==> src/rtl/mem_stage.sv <==
// MEM pipeline stage: zero-latency pass-through for ALU ops, IDLE/REQ/DONE data-cache FSM for loads/stores.
// Define MEM_ALIGN_CHECK_EN to add the mem_align_err output and trap misaligned half/word accesses.
module mem_stage (
  input  logic         clk,
  input  logic         reset,
  input  logic         MEM_valid,
  input  logic [154:0] EXE_MEM_bus_r,
  input  logic         WB_allow_in,
  input  logic         cancel,
  output logic         MEM_over,
  output logic         MEM_allow_in,
  output logic         WB_valid,
  output logic [117:0] MEM_WB_bus_r,
  output logic         dc_req,
  output logic [31:0]  dc_addr,
  output logic [3:0]   dc_wen,
  output logic [31:0]  dc_wdata,
  input  logic [31:0]  dc_rdata,
  input  logic         dc_ack
`ifdef MEM_ALIGN_CHECK_EN
  ,
  output logic         mem_align_err
`endif
);

  typedef enum logic [1:0] {IDLE, REQ, DONE} state_t;

  logic        instLoad, instStore, loadSign;
  logic [1:0]  lsSize;
  logic [31:0] storeData, exeResult, loResult, pc;
  logic        hiWrite, loWrite, wen, mfhi, mflo, mtc0, mfc0, syscall, eret;
  logic [4:0]  wdest;
  logic [7:0]  cp0rAddr;

  assign {instLoad, instStore, lsSize, loadSign, storeData, exeResult, loResult,
          hiWrite, loWrite, wen, wdest, mfhi, mflo, mtc0, mfc0, cp0rAddr,
          syscall, eret, pc} = EXE_MEM_bus_r;

  logic        isMem;
  logic        misalign;
  logic [31:0] effAddr;
  logic [3:0]  wenCalc;
  logic [31:0] wdataCalc;

  assign isMem = instLoad | instStore;

`ifdef MEM_ALIGN_CHECK_EN
  assign misalign = ((lsSize == 2'b01) && exeResult[0]) ||
                    (lsSize[1] && (exeResult[1:0] != 2'b00));
  assign effAddr  = exeResult;
`else
  // Without checking, half/word accesses silently drop the offending low address bits.
  assign misalign = 1'b0;
  always_comb begin
    effAddr = exeResult;
    if (lsSize[1])
      effAddr[1:0] = 2'b00;
    else if (lsSize == 2'b01)
      effAddr[0] = 1'b0;
  end
`endif

  always_comb begin
    wenCalc   = 4'b0000;
    wdataCalc = storeData;
    case (lsSize)
      2'b00: begin
        wenCalc   = 4'b0001 << effAddr[1:0];
        wdataCalc = {4{storeData[7:0]}};
      end
      2'b01: begin
        wenCalc   = 4'b0011 << effAddr[1:0];
        wdataCalc = {2{storeData[15:0]}};
      end
      default: begin
        wenCalc   = 4'b1111;
        wdataCalc = storeData;
      end
    endcase
    if (!instStore)
      wenCalc = 4'b0000;
  end

  state_t      state_q;
  logic        dcReq_q, cancelled_q, sign_q;
  logic [31:0] reqAddr_q, reqWdata_q, load_q;
  logic [3:0]  reqWen_q;
  logic [1:0]  lsb_q, size_q;
  logic [7:0]  laneByte;
  logic [15:0] laneHalf;
  logic [31:0] loadExt;

  always_comb begin
    laneByte = dc_rdata[{lsb_q, 3'b000} +: 8];
    laneHalf = dc_rdata[{lsb_q[1], 4'b0000} +: 16];
    case (size_q)
      2'b00:   loadExt = {{24{sign_q & laneByte[7]}}, laneByte};
      2'b01:   loadExt = {{16{sign_q & laneHalf[15]}}, laneHalf};
      default: loadExt = dc_rdata;
    endcase
  end

  assign MEM_over     = MEM_valid && (isMem ? (state_q == DONE) : 1'b1);
  assign MEM_allow_in = !MEM_valid || (MEM_over && WB_allow_in);

  // Request fields are captured on entry to REQ so a flush upstream cannot disturb an in-flight access.
  always_ff @(posedge clk or posedge reset) begin
    if (reset) begin
      state_q     <= IDLE;
      dcReq_q     <= 1'b0;
      reqAddr_q   <= '0;
      reqWen_q    <= '0;
      reqWdata_q  <= '0;
      lsb_q       <= '0;
      size_q      <= '0;
      sign_q      <= 1'b0;
      cancelled_q <= 1'b0;
      load_q      <= '0;
    end else begin
      case (state_q)
        IDLE: begin
          if (MEM_valid && isMem && !cancel) begin
            if (misalign) begin
              state_q <= DONE;
              load_q  <= '0;
            end else begin
              state_q     <= REQ;
              dcReq_q     <= 1'b1;
              reqAddr_q   <= effAddr;
              reqWen_q    <= wenCalc;
              reqWdata_q  <= wdataCalc;
              lsb_q       <= effAddr[1:0];
              size_q      <= lsSize;
              sign_q      <= loadSign;
              cancelled_q <= 1'b0;
            end
          end
        end
        REQ: begin
          if (cancel)
            cancelled_q <= 1'b1;
          if (dc_ack) begin
            dcReq_q  <= 1'b0;
            reqWen_q <= 4'b0000;
            if (cancel || cancelled_q) begin
              state_q <= IDLE;
            end else begin
              state_q <= DONE;
              load_q  <= loadExt;
            end
          end
        end
        DONE: begin
          if (cancel || (MEM_over && WB_allow_in))
            state_q <= IDLE;
        end
        default: state_q <= IDLE;
      endcase
    end
  end

  assign dc_req   = dcReq_q;
  assign dc_addr  = reqAddr_q;
  assign dc_wen   = reqWen_q;
  assign dc_wdata = reqWdata_q;

`ifdef MEM_ALIGN_CHECK_EN
  assign mem_align_err = (state_q == DONE) && misalign;
`endif

  logic [31:0]  memResult;
  logic [117:0] wbBus_d;

  assign memResult = instLoad ? load_q : exeResult;
  assign wbBus_d   = {wen, wdest, memResult, loResult, hiWrite, loWrite,
                      mfhi, mflo, mtc0, mfc0, cp0rAddr, syscall, eret, pc};

  // A flush always kills the WB slot, even while WB is stalled.
  always_ff @(posedge clk or posedge reset) begin
    if (reset) begin
      WB_valid     <= 1'b0;
      MEM_WB_bus_r <= '0;
    end else if (WB_allow_in) begin
      WB_valid <= MEM_over && !cancel;
      if (MEM_over)
        MEM_WB_bus_r <= wbBus_d;
    end else if (cancel) begin
      WB_valid <= 1'b0;
    end
  end

endmodule

==> config.mk <==
export PLATFORM = sky130hd
export DESIGN_NAME = mem_stage
export DESIGN_NICKNAME = d
export VERILOG_FILES = /design/src/rtl/mem_stage.sv
export SDC_FILE = /design/constraint.sdc
export NUM_CORES = 1
export LEC_CHECK = 0
export ABC_AREA = 1
export BUFFER_PORTS_ARGS = -buffer_cell sky130_fd_sc_hd__buf_2
export CORE_AREA = 8 8 151 153
export DETAILED_ROUTE_END_ITERATION = 12
export DIE_AREA = 0 0 159 161
export GPL_TIMING_DRIVEN = 0
export PLACE_DENSITY = 0.8
export SLEW_MARGIN = 20
export SYNTH_ARGS = -nofsm -noshare
export SYNTH_HDL_FRONTEND = slang
export SYNTH_SLANG_ARGS = --single-unit
export TNS_END_PERCENT = 100
==> constraint.sdc <==
create_clock -name clk -period 10.16 [get_ports clk]
set_input_delay 2.032 -clock clk [delete_from_list [all_inputs] [get_ports clk]]
set_output_delay 2.032 -clock clk [all_outputs]
set_load 0.01 [all_outputs]
==> results summary, run 1 <==
The flow ran to the end, and the final reports show no timing, DRC or antenna violations. The origin of the worst min-delay path is MEM_WB_bus_r[7]$_DFFE_PP0P_. The total routing resource utilization after global routing is 25.8%.

The total number of H-tree levels is 1. The maximum number of pins on one net before global-route repair came out at 89. The stage delay of the slowest cell on the critical path is 0.24 ns. The first detailed-routing pass ran for 5 iterations. The critical path required time is 8.13 ns. Compared with the post-synthesis result, the final layout area differs by 32.0%. The first global-routing pass estimated 53000 um of wire.

Using the TritonRoute via totals, the vias-per-cell ratio works out to 4.97. The die footprint is between 0.02 and 0.03 mm2. The number of pins with negative max-slew slack in the final report is 0. The power density of the placed cells came out at 235 mW/mm2. Counting flops and latches in the post-synthesis netlist gives around 230. The share of async-settable or async-resettable flops after synthesis is 100%. The worst hold slack across all endpoints is 0.472 ns. In the post-synthesis netlist, the biggest area contributors are sky130_fd_sc_hd__dfrtp_1 (57%), sky130_fd_sc_hd__nand2_1 (23%), sky130_fd_sc_hd__o21ai_0 (3.6%), sky130_fd_sc_hd__inv_1 (2.5%), sky130_fd_sc_hd__a21oi_1 (2.4%). By count the netlist is led by sky130_fd_sc_hd__nand2_1 (607), sky130_fd_sc_hd__dfrtp_1 (226), sky130_fd_sc_hd__o21ai_0 (71). The final critical path time including I/O delays and setup is approximately 5 ns. By startpoint and endpoint, the worst setup path is classified as in2out. The count of nets left with antenna violations once routing finished came out at 0.

The maximum fanout encountered on the critical timing path is 10. The setup slack on the worst flop-to-flop path came out at roughly 8.4 ns. The wire length per cell after detailed routing came out at 17.8 um. The signal on the critical path passes through buf_2 > o21ai_1 > nand2_1 > inv_2 > nand2_2 > buf_2 > nand2_1 > buf_2. The via count came out at ~9.6k. The share of synthesized area occupied by flip-flops and latches is 57.4%. The maximum count of clock buffers along a single path is 3. The via count of the first global-routing pass was approximately 9.5k. The final hold violation count is 0. The design draws between 0.003 and 0.004 W. After floorplanning, the core was sized to cover just over 0.02 mm2. The count of filler cells inserted in the layout is 1799.

In the synthesized netlist the dominant register cell turns out to be sky130_fd_sc_hd__dfrtp_1. In this run the worst hold path is classified as reg2reg. After clock tree synthesis, the setup repair step added 0 buffers. The hold buffer count at cts came out at 0. The final number of setup-violating endpoints came out at 0.

The number of design rule violations left after detail routing came out at 0. The worst setup path is launched from an input pin. Synthesis produced a netlist whose cell count is 1213.

The slew at the pin closest to its max-slew limit is 0.621 ns. The maximum ir drop on the vdd rail is 0.000136 V. The worst slack at placement came out at 5.16 ns. TritonCTS built the clock tree.

The worst setup path startpoint is EXE_MEM_bus_r[153]. The initialized floorplan defines 53 standard-cell rows. Setup repair after global routing left no endpoint under its margin. The tree is rooted in a sky130_fd_sc_hd__clkbuf_16. The launch point of the worst reg-to-reg path is state_q[1]$_DFFE_PP0P_. The routability congestion estimate is between 0.9 and 1.

For the worst-skew pair, the clock arrives at the later sink with an insertion delay of 0.51 ns. The clock share of power came out at between 20 and 30%. sky130_fd_sc_hd__dfrtp_1 takes more of the synthesized area than any other cell. Clock tree synthesis inserted a total of 25 buffers. After synthesis, the largest area contributor takes up 57.4% of total cell area. The number of antenna violations at the first check in global routing is 15. The fraction of final layout cells with drive strength greater than 1 came out at a little under a third. Following the worst setup path forward leads to its endpoint at MEM_allow_in.

The number of cells upsized or downsized after cts came out at 0. For the worst setup path, the data arrival time is 2.97 ns. Port buffering added 381 buffers.

The horizontal extent of the die is 159 um. Between clock sinks in the finished design, the worst skew comes to slightly above 0.007 ns. The number of nets in the final layout came out at 1816. The Yosys step of the flow raised 0 warnings. The number of cells on the worst reg-to-reg path came out at 7.

The number of nets in the synthesized netlist came out at 1406. The most frequent cell after synthesis is sky130_fd_sc_hd__nand2_1. Across the whole layout, storage elements account for 0.00566 mm2. The count of distinct cell types in the synthesized netlist is 27. The first-iteration detailed-routing DRC count is 776. For this design, the slowest cell found on the critical path is sky130_fd_sc_hd__buf_2. The final critical-path share of the clock period is 49.2%. The net switching power of the design came out at 0.00102 W. The cell that appears most often on the critical path is sky130_fd_sc_hd__buf_2. In the final layout, the multi-input gates occupy 0.00357 mm2. In this run the critical register-to-register path is captured at load_q[1]$_DFFE_PP0P_. The cell-internal power came out at approximately 0.0020 W. The final layout contains routed wiring with a total length of 34200 um. CTS saw 226 sinks. The detailed placement HPWL came out at 26700 um.

The max capacitance violation total came out at 0. The achievable frequency came out at 200 MHz. After clock tree synthesis, the clock-pin slew on the worst setup and hold paths is approximately 0.060 ns. The smallest setup slack after layout came out at 5.16 ns. Combinational cells account for 28.4% of the total power. The total global routing overflow came out at 0.

The static leakage power came out at approximately 7.5 nW. The die span in y is 161 um. The average size of a mapped cell is between 8 and 9 um2. The number of enable-type register cells in the synthesized netlist is 0. The worst setup path is captured at a primary output. The worst max-slew margin expressed relative to the limit came out at 58.6%. The starting density of the core came out at 47.9%. Of the total power, the share spent switching nets is between 30% and 40%. Pin placement for this block handled 383 I/O pins. Sequential cells account for roughly 43% of the total power. The netlist area before placement came out at a little under 0.01 mm2.
==> cell type report <==
cell class,count,share of cell area (%)
clock inverter,4,0.366
inverter,71,2.12
tap,275,2.65
buffer,65,2.77
multi-input combinational,851,27.4
timing repair buffer,383,15.1
antenna,10,0.192
clock buffer,40,5.86
sequential,226,43.5
==> sequential cells by signal, indices dropped and copies added (netlist names) <==
signal	count
MEM_WB_bus_r	118
dc_wdata	32
dc_addr	32
size_q	2
cancelled_q	1
load_q	32
state_q	2
sign_q	1
dc_req	1
WB_valid	1
dc_wen	4
==> kinds of logic (layout without fill, tap and decap cells) <==
kind of cell / after synthesis / after routing / synth area share, %
AND/OR/NAND/NOR: 677 / 677 / 26.9
buffers and inverters: 136 / 563 / 6.38
flip-flops: 226 / 226 / 57.4
other: 0 / 10 / 0
AO/OA/AOI/OAI: 174 / 174 / 9.27
==> power groups by stage <==
| stage | clock network (W) | logic, W | registers (W) |
|---|---|---|---|
| detailed placement | 0 | 0.000873 | 0.00131 |
| finish | 0.000888 | 0.000867 | 0.00130 |
| global placement | 0 | 0.000852 | 0.00130 |
| global route | 0.000937 | 0.000966 | 0.00133 |
| floorplan | 0 | 0.000385 | 0.00139 |
| CTS | 0.000899 | 0.000879 | 0.00130 |
==> metal layers <==
| metal | global-route usage, % | routed length, um |
|---|---|---|
| met1 | 29.4 | 13100 |
| met4 | 11.7 | 1350 |
| met5 | 0 | 64 |
| met3 | 7.33 | 2730 |
| met2 | 44.6 | 17000 |
==> worst min path at each step <==
stage,to,depth (start not counted)
after floorplan,load_q[10]$_DFFE_PP0P_,2
after detailed placement,MEM_WB_bus_r[29]$_DFFE_PP0P_,2
after CTS,MEM_WB_bus_r[2]$_DFFE_PP0P_,2
final,MEM_WB_bus_r[7]$_DFFE_PP0P_,2
after global placement,MEM_WB_bus_r[10]$_DFFE_PP0P_,2
after global routing,MEM_WB_bus_r[75]$_DFFE_PP0P_,2
==> cell usage in the layout (no fill, tap or decap), types with 3 or more instances in the layout <==
cell	synthesis	routed
sky130_fd_sc_hd__nand2_1	607	607
sky130_fd_sc_hd__buf_2	33	414
sky130_fd_sc_hd__dfrtp_1	226	226
sky130_fd_sc_hd__o21ai_0	71	71
sky130_fd_sc_hd__inv_1	66	65
sky130_fd_sc_hd__a21oi_1	48	48
sky130_fd_sc_hd__o21ai_1	40	40
sky130_fd_sc_hd__nor2_1	32	32
sky130_fd_sc_hd__clkbuf_1	18	25
sky130_fd_sc_hd__clkbuf_16	0	25
sky130_fd_sc_hd__nand4_1	12	12
sky130_fd_sc_hd__diode_2	0	10
sky130_fd_sc_hd__buf_4	8	8
sky130_fd_sc_hd__nand3_1	8	8
sky130_fd_sc_hd__o21a_1	8	8
sky130_fd_sc_hd__clkbuf_8	0	8
sky130_fd_sc_hd__buf_6	6	6
sky130_fd_sc_hd__or2_2	6	6
sky130_fd_sc_hd__a21oi_2	5	5
sky130_fd_sc_hd__inv_2	4	4
sky130_fd_sc_hd__nand2_2	3	3
sky130_fd_sc_hd__nor2_2	3	3
sky130_fd_sc_hd__clkinv_2	1	3
==> stage by stage <==
stage	setup TNS [ns]	instances	instance area (um2)	util [%]
global placement	-98.87	1869	12100	58.9
floorplan	0	1213	9850	-
finish	0	1925	13000	63.2
CTS	0	1915	13000	63.1
detailed placement	0	1871	12200	59.2
global route	0	1924	13000	63.2
==> critical path: cells and delay by family <==
| kind | cells | cell delay (ns) |
|---|---|---|
| AND/OR/NAND/NOR | 3 | 0.25 |
| buffers and inverters | 4 | 0.58 |
| AO/OA/AOI/OAI | 1 | 0.09 |
(Power assumes the default switching activity.)
==> run 2: changes to the inputs <==
- clock period: 10.16 -> 4.9 ns (I/O delays scaled with it)
==> run 2 against run 1 <==
- sequential cell count did not move
- via count is 0.56% higher
- combinational power up 110%
- clock skew is 0.0045 ns higher
- critical path depth unchanged
- global-route usage up 0.56 points
- sequential power rose by 110%
- die area did not move
- non-clock buffer count grew 6
- clock power grew 110%
- routed wire length increased by 0.80%
- critical endpoint unchanged
- largest cell class unchanged
- largest power group unchanged
==> results summary, run 2 (synthesized netlist as in run 1, its figures left out) <==
The worst setup path startpoint is EXE_MEM_bus_r[153]. The critical path required time is 3.92 ns (-4.21 ns). The routability congestion estimate came to 0.927 (-0.85%). The first-iteration detailed-routing DRC count was 677 (-13%). The static leakage power is 7.55 nW (+0.81%). The data arrival time of the worst path came out at 1.89 ns (-1.08 ns). The fraction of final layout cells with drive strength greater than 1 came out at 30.7% (+0.62 points).

The setup slack on the worst flop-to-flop path is 3.08 ns (-5.30 ns). The die span in y came to 161 um (unchanged). The count of input and output buffers came out at 381 (unchanged). Broken down by cell family, the worst path's largest delay share belongs to buffers and inverters. The number of cells upsized or downsized after cts came out at 0 (unchanged). The number of detailed-route iterations in the first pass came to 5 (unchanged).

The later-pin clock latency in the skew report came out at 0.52 ns (about the same). The via count is 9612 (+0.56%). The via count of the first global-routing pass came out at 9759 (+2.2%). The hold buffer count at cts came out at 0 (unchanged). The final critical-path share of the clock period came out at 58.5%. The via count normalized by instance count came out at 5.00 (+0.62%). The maximum fanout encountered on the critical timing path came to 10 (unchanged). The total clock buffers created by CTS came out at 25 (unchanged). The TritonCTS clock tree is done. The startpoint identified for the worst register-to-register timing path is state_q[1]$_DFFE_PP0P_. The accumulated negative setup slack came out at 0 ns (unchanged). The wire length reported by the detailed router is 34400 um (+0.80%). The run finished with clean final reports.

The maximum number of pins on one net before global-route repair came out at 36 (-60%). The worst setup path is launched from an input pin. The buffers inserted during post-CTS setup optimization came to 0 (unchanged). For this run, the top clock speed supported by timing is between 300 and 400 MHz. More flip-flops sit in one register than any other, and that register is MEM_WB_bus_r. The wire length per cell after detailed routing is 17.9 um (+0.85%). Setup repair after global routing left no endpoint under its margin. The flip-flop count of the largest register after layout is 118 (unchanged).

The stage delay of the slowest cell on the critical path came to 0.20 ns (-0.04 ns). In the layout the commonest cells are sky130_fd_sc_hd__nand2_1 (607), sky130_fd_sc_hd__buf_2 (414), sky130_fd_sc_hd__dfrtp_1 (226), sky130_fd_sc_hd__o21ai_0 (71), sky130_fd_sc_hd__inv_1 (65). The horizontal extent of the die is 159 um (unchanged). The power density of the placed cells came out at 485 mW/mm2 (+110%).

The total power came to 0.00636 W (+110%). The total number of H-tree levels came out at 1 (unchanged). The final number of setup-violating endpoints is 0 (unchanged). The die footprint is 0.0256 mm2 (unchanged). The clock net sink count came out at 226 (unchanged). The final non-filler cell area came to 0.0131 mm2 (+0.81%). The max capacitance violation total came out at 0 (unchanged). The core utilization of the finished layout is 63.7% (+0.51 points). The worst max-slew margin expressed relative to the limit came out at 62.6% (+3.9 points).

The worst hold slack across all endpoints is 0.474 ns (+0.00120 ns). The count of buffer and inverter cells on the critical path came out at 4 (unchanged). The detailed placement HPWL is 27100 um (+1.6%).

The total global routing overflow came out at 0 (unchanged). The worst setup path is captured at a primary output. The origin of the worst min-delay path is MEM_WB_bus_r[5]$_DFFE_PP0P_. The instance area after placement is 0.0123 mm2 (+1.0%). The maximum ir drop on the vdd rail is 0.000284 V (+110%).

The maximum count of clock buffers along a single path came out at 3 (unchanged). The clock skew after layout came out at 0.0118 ns (+0.00453 ns). The number of pins with negative max-slew slack in the final report is 0 (unchanged). The number of antenna violations at the first check in global routing is 7 (-8). The library cell used most frequently in the layout, excluding fill and tap cells, is sky130_fd_sc_hd__nand2_1. The number of cells on the worst reg-to-reg path came out at 7 (unchanged). The path category of the worst min-delay check is reg2reg.

The final hold violation count is 0 (unchanged). The starting density of the core is 47.9% (unchanged). Traced cell by cell, the critical path runs through buf_2 > o21ai_1 > nand2_1 > inv_2 > nand2_2 > buf_2 > nand2_1 > buf_2. The critical path ends at MEM_allow_in. The critical path class is in2out. The number of design rule violations left after detail routing is 0 (unchanged). The most repeated library cell on the critical path is sky130_fd_sc_hd__buf_2.

The wire length of the first global-routing pass came out at 54100 um (+2.1%). The clock slew seen by the registers of the worst setup and hold paths came out at 0.06 ns (about the same). The area of the placeable core is 0.0206 mm2 (unchanged). Compared with the post-synthesis result, the final layout area differs by 33.0%. The total I/O pin count is 383 (unchanged).

The number of nets in the final layout is 1822 (+0.33%). The slew at the pin closest to its max-slew limit came out at 0.561 ns (-0.0592 ns). The row count is 53 (unchanged). The largest individual stage delay along the critical path comes from the cell sky130_fd_sc_hd__buf_2. In this run the critical register-to-register path is captured at load_q[1]$_DFFE_PP0P_. The post-route antenna net violation count is 0 (unchanged).

The number of cells on the critical path came out at 8 (unchanged). The final critical path time including I/O delays and setup is 2.87 ns. The total routing resource utilization after global routing is 26.4% (+0.56 points). The root cell of the clock tree is sky130_fd_sc_hd__clkbuf_16.
==> run 2: changes by cell type in the layout (fill, tap and decap cells not counted), moves of 2 or more <==
cell	change
sky130_fd_sc_hd__buf_12	+5
sky130_fd_sc_hd__clkbuf_1	-6
sky130_fd_sc_hd__clkbuf_8	-5
sky130_fd_sc_hd__clkinv_2	+7
sky130_fd_sc_hd__clkinvlp_4	+2
sky130_fd_sc_hd__diode_2	-7
==> run 2: layout make-up <==
cell class                      count  area (um2)
Sequential cell                   226        5660
Inverter                           71         272
Tap cell                          275         344
Fill cell                        1776        7450
Timing Repair Buffer              389        2090
Buffer                             65         360
Antenna cell                        3        7.51
Clock buffer                       29         671
Multi-Input combinational cell    851        3570
Clock inverter                     15         138
==> run 2: tightest hold or removal path, stage by stage (launching register included) <==
cell and delay [ns]:
sky130_fd_sc_hd__dfrtp_1 0.34, sky130_fd_sc_hd__nand2_1 0.05, sky130_fd_sc_hd__nand2_1 0.06
==> run 2: how the worst min path moves through the flow <==
stage,endpoint,slack [ns],cells after the start
3_3_place_gp,MEM_WB_bus_r[25]$_DFFE_PP0P_,0.46,2
5_1_grt,MEM_WB_bus_r[110]$_DFFE_PP0P_,0.49,2
3_5_place_dp,MEM_WB_bus_r[52]$_DFFE_PP0P_,0.46,2
2_1_floorplan,load_q[10]$_DFFE_PP0P_,0.45,2
6_report,MEM_WB_bus_r[5]$_DFFE_PP0P_,0.47,2
4_1_cts,MEM_WB_bus_r[72]$_DFFE_PP0P_,0.48,2
==> run 2: stage by stage <==
| stage | std cells | setup WS (ns) |
|---|---|---|
| 2_1_floorplan | 1213 | 0.968 |
| 3_3_place_gp | 1869 | -0.377 |
| 3_5_place_dp | 1877 | 2.04 |
| 4_1_cts | 1921 | 2.03 |
| 5_1_grt | 1924 | 1.93 |
| 6_report | 1924 | 2.03 |
==> run 2: routing by layer <==
metal	global-route usage (%)	up-vias	routed length [um]
met3	7.00	85	2670
met4	11.4	8	1430
met5	0	-	45
li1	-	4612	-
met2	45.3	394	17100
met1	30.7	4513	13200
==> run 2: report_power, final <==
group	internal [W]	switching (W)
registers	0.00241	0.000289
clock network	0.00108	0.000759
logic	0.000722	0.00109
==> run 3: changes to the inputs <==
- ABC_AREA: 1 -> 0
- CORE_AREA: 8 8 151 153 -> 8 8 157 159
- DIE_AREA: 0 0 159 161 -> 0 0 165 167
- PLACE_DENSITY: 0.8 -> 0.75
- clock period: 4.9 -> 2.6 ns (I/O delays scaled with it)
==> run 3 against run 2 <==
- critical path depth shrank 3
- routed wire length shrank 8.0%
- via count shrank 16%
- design area shrank 1.8%
- highest routed layer unchanged
==> results summary, run 3 <==
The flow ran to the end, and the final reports show no timing, DRC or antenna violations. The cell type of the slowest stage on the worst timing path is sky130_fd_sc_hd__dfrtp_1. The post-route antenna net violation count is 0 (unchanged).

The total I/O pin count is 383 (unchanged). The average size of a mapped cell is 11.2 um2 (+38%). The gate count of the mapped netlist was 849 (-30%). The number of nets in the final layout is 1456 (-20%). The flip-flop count of the largest register after layout is 118 (unchanged). The horizontal extent of the die came out at 165 um (+3.8%). Leaving out fill and tap cells, the most frequent cell in the layout is sky130_fd_sc_hd__buf_2. The detailed placement HPWL is 24700 um (-9.0%). The number of enable-type register cells in the synthesized netlist is 0 (unchanged).

The via count normalized by instance count is 5.13 (+2.6%). The tightest min-delay check is of the in2async type. The fraction of final layout cells with drive strength greater than 1 came out at 43.6% (+13 points). The routability congestion estimate came out at 0.896 (-3.3%). The clock slew seen by the registers of the worst setup and hold paths came out at 0.06 ns (about the same).

The final critical path time including I/O delays and setup is 2.43 ns. The number of pins with negative max-slew slack in the final report came to 0 (unchanged). Sorting the synthesized cells by area gives the leading types as sky130_fd_sc_hd__dfrtp_1 (59%), sky130_fd_sc_hd__mux2_2 (11%), sky130_fd_sc_hd__nand2_1 (7.9%), sky130_fd_sc_hd__mux2i_1 (6.1%), sky130_fd_sc_hd__o21ai_0 (2.4%). The maximum ir drop on the vdd rail came out at 0.000531 V (+87%). The final critical-path share of the clock period came out at between 90% and 100%.

The top cell type's share of synthesized area came out at 59.4% (+2.0 points). By count the netlist is led by sky130_fd_sc_hd__dfrtp_1 (226), sky130_fd_sc_hd__nand2_1 (201), sky130_fd_sc_hd__mux2_2 (94). The net switching power of the design was 0.00385 W (+80%). The clock skew after layout is 0.0171 ns (+0.00536 ns). The later-pin clock latency in the skew report came to 0.53 ns (about the same). The register bank with the most flops is MEM_WB_bus_r. The starting density of the core is 42.8% (-5.1 points). The first-iteration detailed-routing DRC count is 582 (-14%). The power density of the placed cells came to 944 mW/mm2 (+95%). The number of antenna violations at the first check in global routing came out at 5 (-2).

The total power came to 0.0121 W (+91%). The instance area after placement came out at 0.0120 mm2 (-2.7%). The net switching fraction of the power was 31.7% (-2.0 points). The logic gate share of total power came to 26.8% (-1.8 points). CTS placed an instance of sky130_fd_sc_hd__clkbuf_16 at the clock tree root. The critical path capture point type is a primary output. The share of synthesized area occupied by flip-flops and latches is 59.4% (+2.0 points). The slew at the pin closest to its max-slew limit came to 1.05 ns (+0.485 ns).

The count of distinct cell types in the synthesized netlist came to 45 (+67%). The area added between synthesis and finish came out at 35.1%. The data arrival time of the worst path came out at 1.91 ns (+0.02 ns). The number of detailed-route iterations in the first pass is 7 (+2).

The startpoint type of the worst setup path is a flip-flop. The total number of H-tree levels is 1 (unchanged). The die footprint came to 0.0276 mm2 (+7.6%). The row count came out at 55 (+3.8%). The critical path required time came to 2.08 ns (-1.84 ns). The area of the placeable core came to 0.0222 mm2 (+8.1%). The total of flip-flops plus latches after synthesis is 226 (unchanged). The cell-internal power is 0.00829 W (+97%). Yosys instantiated no cell more often than sky130_fd_sc_hd__dfrtp_1.

The clock net sink count is 226 (unchanged). Setup repair after global routing left no endpoint under its margin. The final hold violation count is 0 (unchanged). The share of async-settable or async-resettable flops after synthesis is 100% (unchanged). The final non-filler cell area is 0.0129 mm2 (-1.8%). The via count of the first global-routing pass was 8550 (-12%). The static leakage power came out at 6.63 nW (-12%). In the layout the commonest cells are sky130_fd_sc_hd__buf_2 (399), sky130_fd_sc_hd__dfrtp_1 (226), sky130_fd_sc_hd__nand2_1 (201), sky130_fd_sc_hd__mux2_2 (94), sky130_fd_sc_hd__mux2i_1 (58).

The maximum number of pins on one net before global-route repair is 34 (-5.6%). The number of warnings printed during yosys synthesis came out at 0 (unchanged). The wire length reported by the detailed router came out at 31700 um (-8.0%). The number of nets in the synthesized netlist came to 1042 (-26%). The max capacitance violation total is 0 (unchanged). Traced cell by cell, the critical path runs through nor2b_1 > o211ai_4 > buf_6 > nand2_1 > buf_2. The total routing resource utilization after global routing was 22.2% (-4.2 points). The netlist area before placement was 0.00952 mm2 (-3.4%). The worst max-slew margin expressed relative to the limit came to 30.0% (-33 points). The clock share of power is 30.2% (+1.2 points). The post-synthesis cell type with the largest combined area is sky130_fd_sc_hd__dfrtp_1.

The hold buffer count at cts came out at 0 (unchanged). The number of design rule violations left after detail routing is 0 (unchanged). The total global routing overflow came to 0 (unchanged). Among all flip-flop cells after synthesis, the most frequent one is sky130_fd_sc_hd__dfrtp_1. The count of input and output buffers came to 378 (-0.79%).

The wire length per cell after detailed routing came out at 20.2 um (+13%). The die span in y came out at 167 um (+3.7%). The final number of setup-violating endpoints came out at 0 (unchanged).

The critical path class is reg2out. TritonCTS built the clock tree. The maximum fanout encountered on the critical timing path was 19 (+9). The stage delay of the slowest cell on the critical path was 0.47 ns (+0.27 ns).

The maximum count of clock buffers along a single path is 3 (unchanged). The via count is 8057 (-16%). The wire length of the first global-routing pass is 48300 um (-11%). The share of total power in sequential cells is 43.0% (+0.6 points). The achievable frequency came out at roughly 410 MHz. The total clock buffers created by CTS is 26 (+4.0%).
-- run 3: cell count changes after synthesis, sizes merged, moves of 20 or more --
cell,previous run,this run
buf,47,27
mux2,0,94
mux2i,0,58
o21ai,111,67
inv,70,4
nand2,612,201
-- run 3: repair_timing --
| action | 4_1_cts | 5_1_grt |
|---|---|---|
| pin swaps | 1 | 0 |
| setup buffers | 1 | 0 |
| resized for setup | 2 | 1 |
| setup endpoints to repair | 1 | 1 |
-- run 3: worst max-delay path: cells and delay by family, from the launching register on --
family                 cells  cell delay (ns)
buffers and inverters      2             0.41
DFF                        1             0.47
and+or+nand+nor            2             0.20
AOI/OAI and AO/OA          1             0.29
-- run 3: final cells by class --
type	count	area, um2
diodes	4	10.0
plain buffers	55	260
clock buffers	39	759
clock inverters	9	113
fillers	1882	9360
inverters	4	18.8
multi-input cells	563	3610
flip-flops and latches	226	5660
well taps	285	357
repair buffers	387	2080
-- run 3: kinds of logic after synthesis --
logic type	Yosys count	synth area share, %
simple gates	271	11.7
flops	226	59.4
mux	152	17.2
compound gates	140	8.80
buf+inv	60	2.88
-- run 3: per-layer routing --
metal	share of wire (%)	vias up	GRT usage, %
met5	0.041	-	0
met4	2.9	2	7.76
met3	9.0	60	5.89
met2	50	336	38.8
met1	38	3918	25.5
li1	-	3741	-
-- run 3: final timing paths --
check / startpoint / endpoint / slack (ns) / cells after the start
worst min register to register: dc_addr[5]$_DFFE_PP0P_ / dc_addr[5]$_DFFE_PP0P_ / 0.47 / 2
min in group clk: EXE_MEM_bus_r[150] / sign_q$_DFFE_PP0P_ / 0.19 / 3
worst max-delay path: state_q[0]$_DFFE_PP0P_ / MEM_allow_in / 0.17 / 5
worst min-delay path: reset / MEM_WB_bus_r[71]$_DFFE_PP0P_ / 0.04 / 2
max in group asynchronous: reset / MEM_WB_bus_r[100]$_DFFE_PP0P_ / 1.45 / 6
worst max register to register: state_q[0]$_DFFE_PP0P_ / load_q[19]$_DFFE_PP0P_ / 0.52 / 5
-- run 3: stage by stage --
stage / setup slack (ns) / std cells / hold WS [ns] / setup TNS, ns / util (%)
floorplan: -0.872 / 849 / 0.450 / -197.07 / -
global placement: -2.24 / 1512 / 0.455 / -501.57 / 53.0
detailed placement: -0.345 / 1520 / 0.457 / -1.39 / 53.8
CTS: 0.0747 / 1568 / 0.0225 / 0 / 57.8
global route: 0.0582 / 1572 / 0.0518 / 0 / 57.9
finish: 0.166 / 1572 / 0.0385 / 0 / 57.9
-- run 3: power by group through the flow --
stage	logic [W]	clock network, W	registers, W
finish	0.00326	0.00367	0.00522
CTS	0.00332	0.00375	0.00522
floorplan	0.00137	0	0.00555
global route	0.00361	0.00388	0.00534
detailed placement	0.00330	0	0.00527
global placement	0.00319	0	0.00522
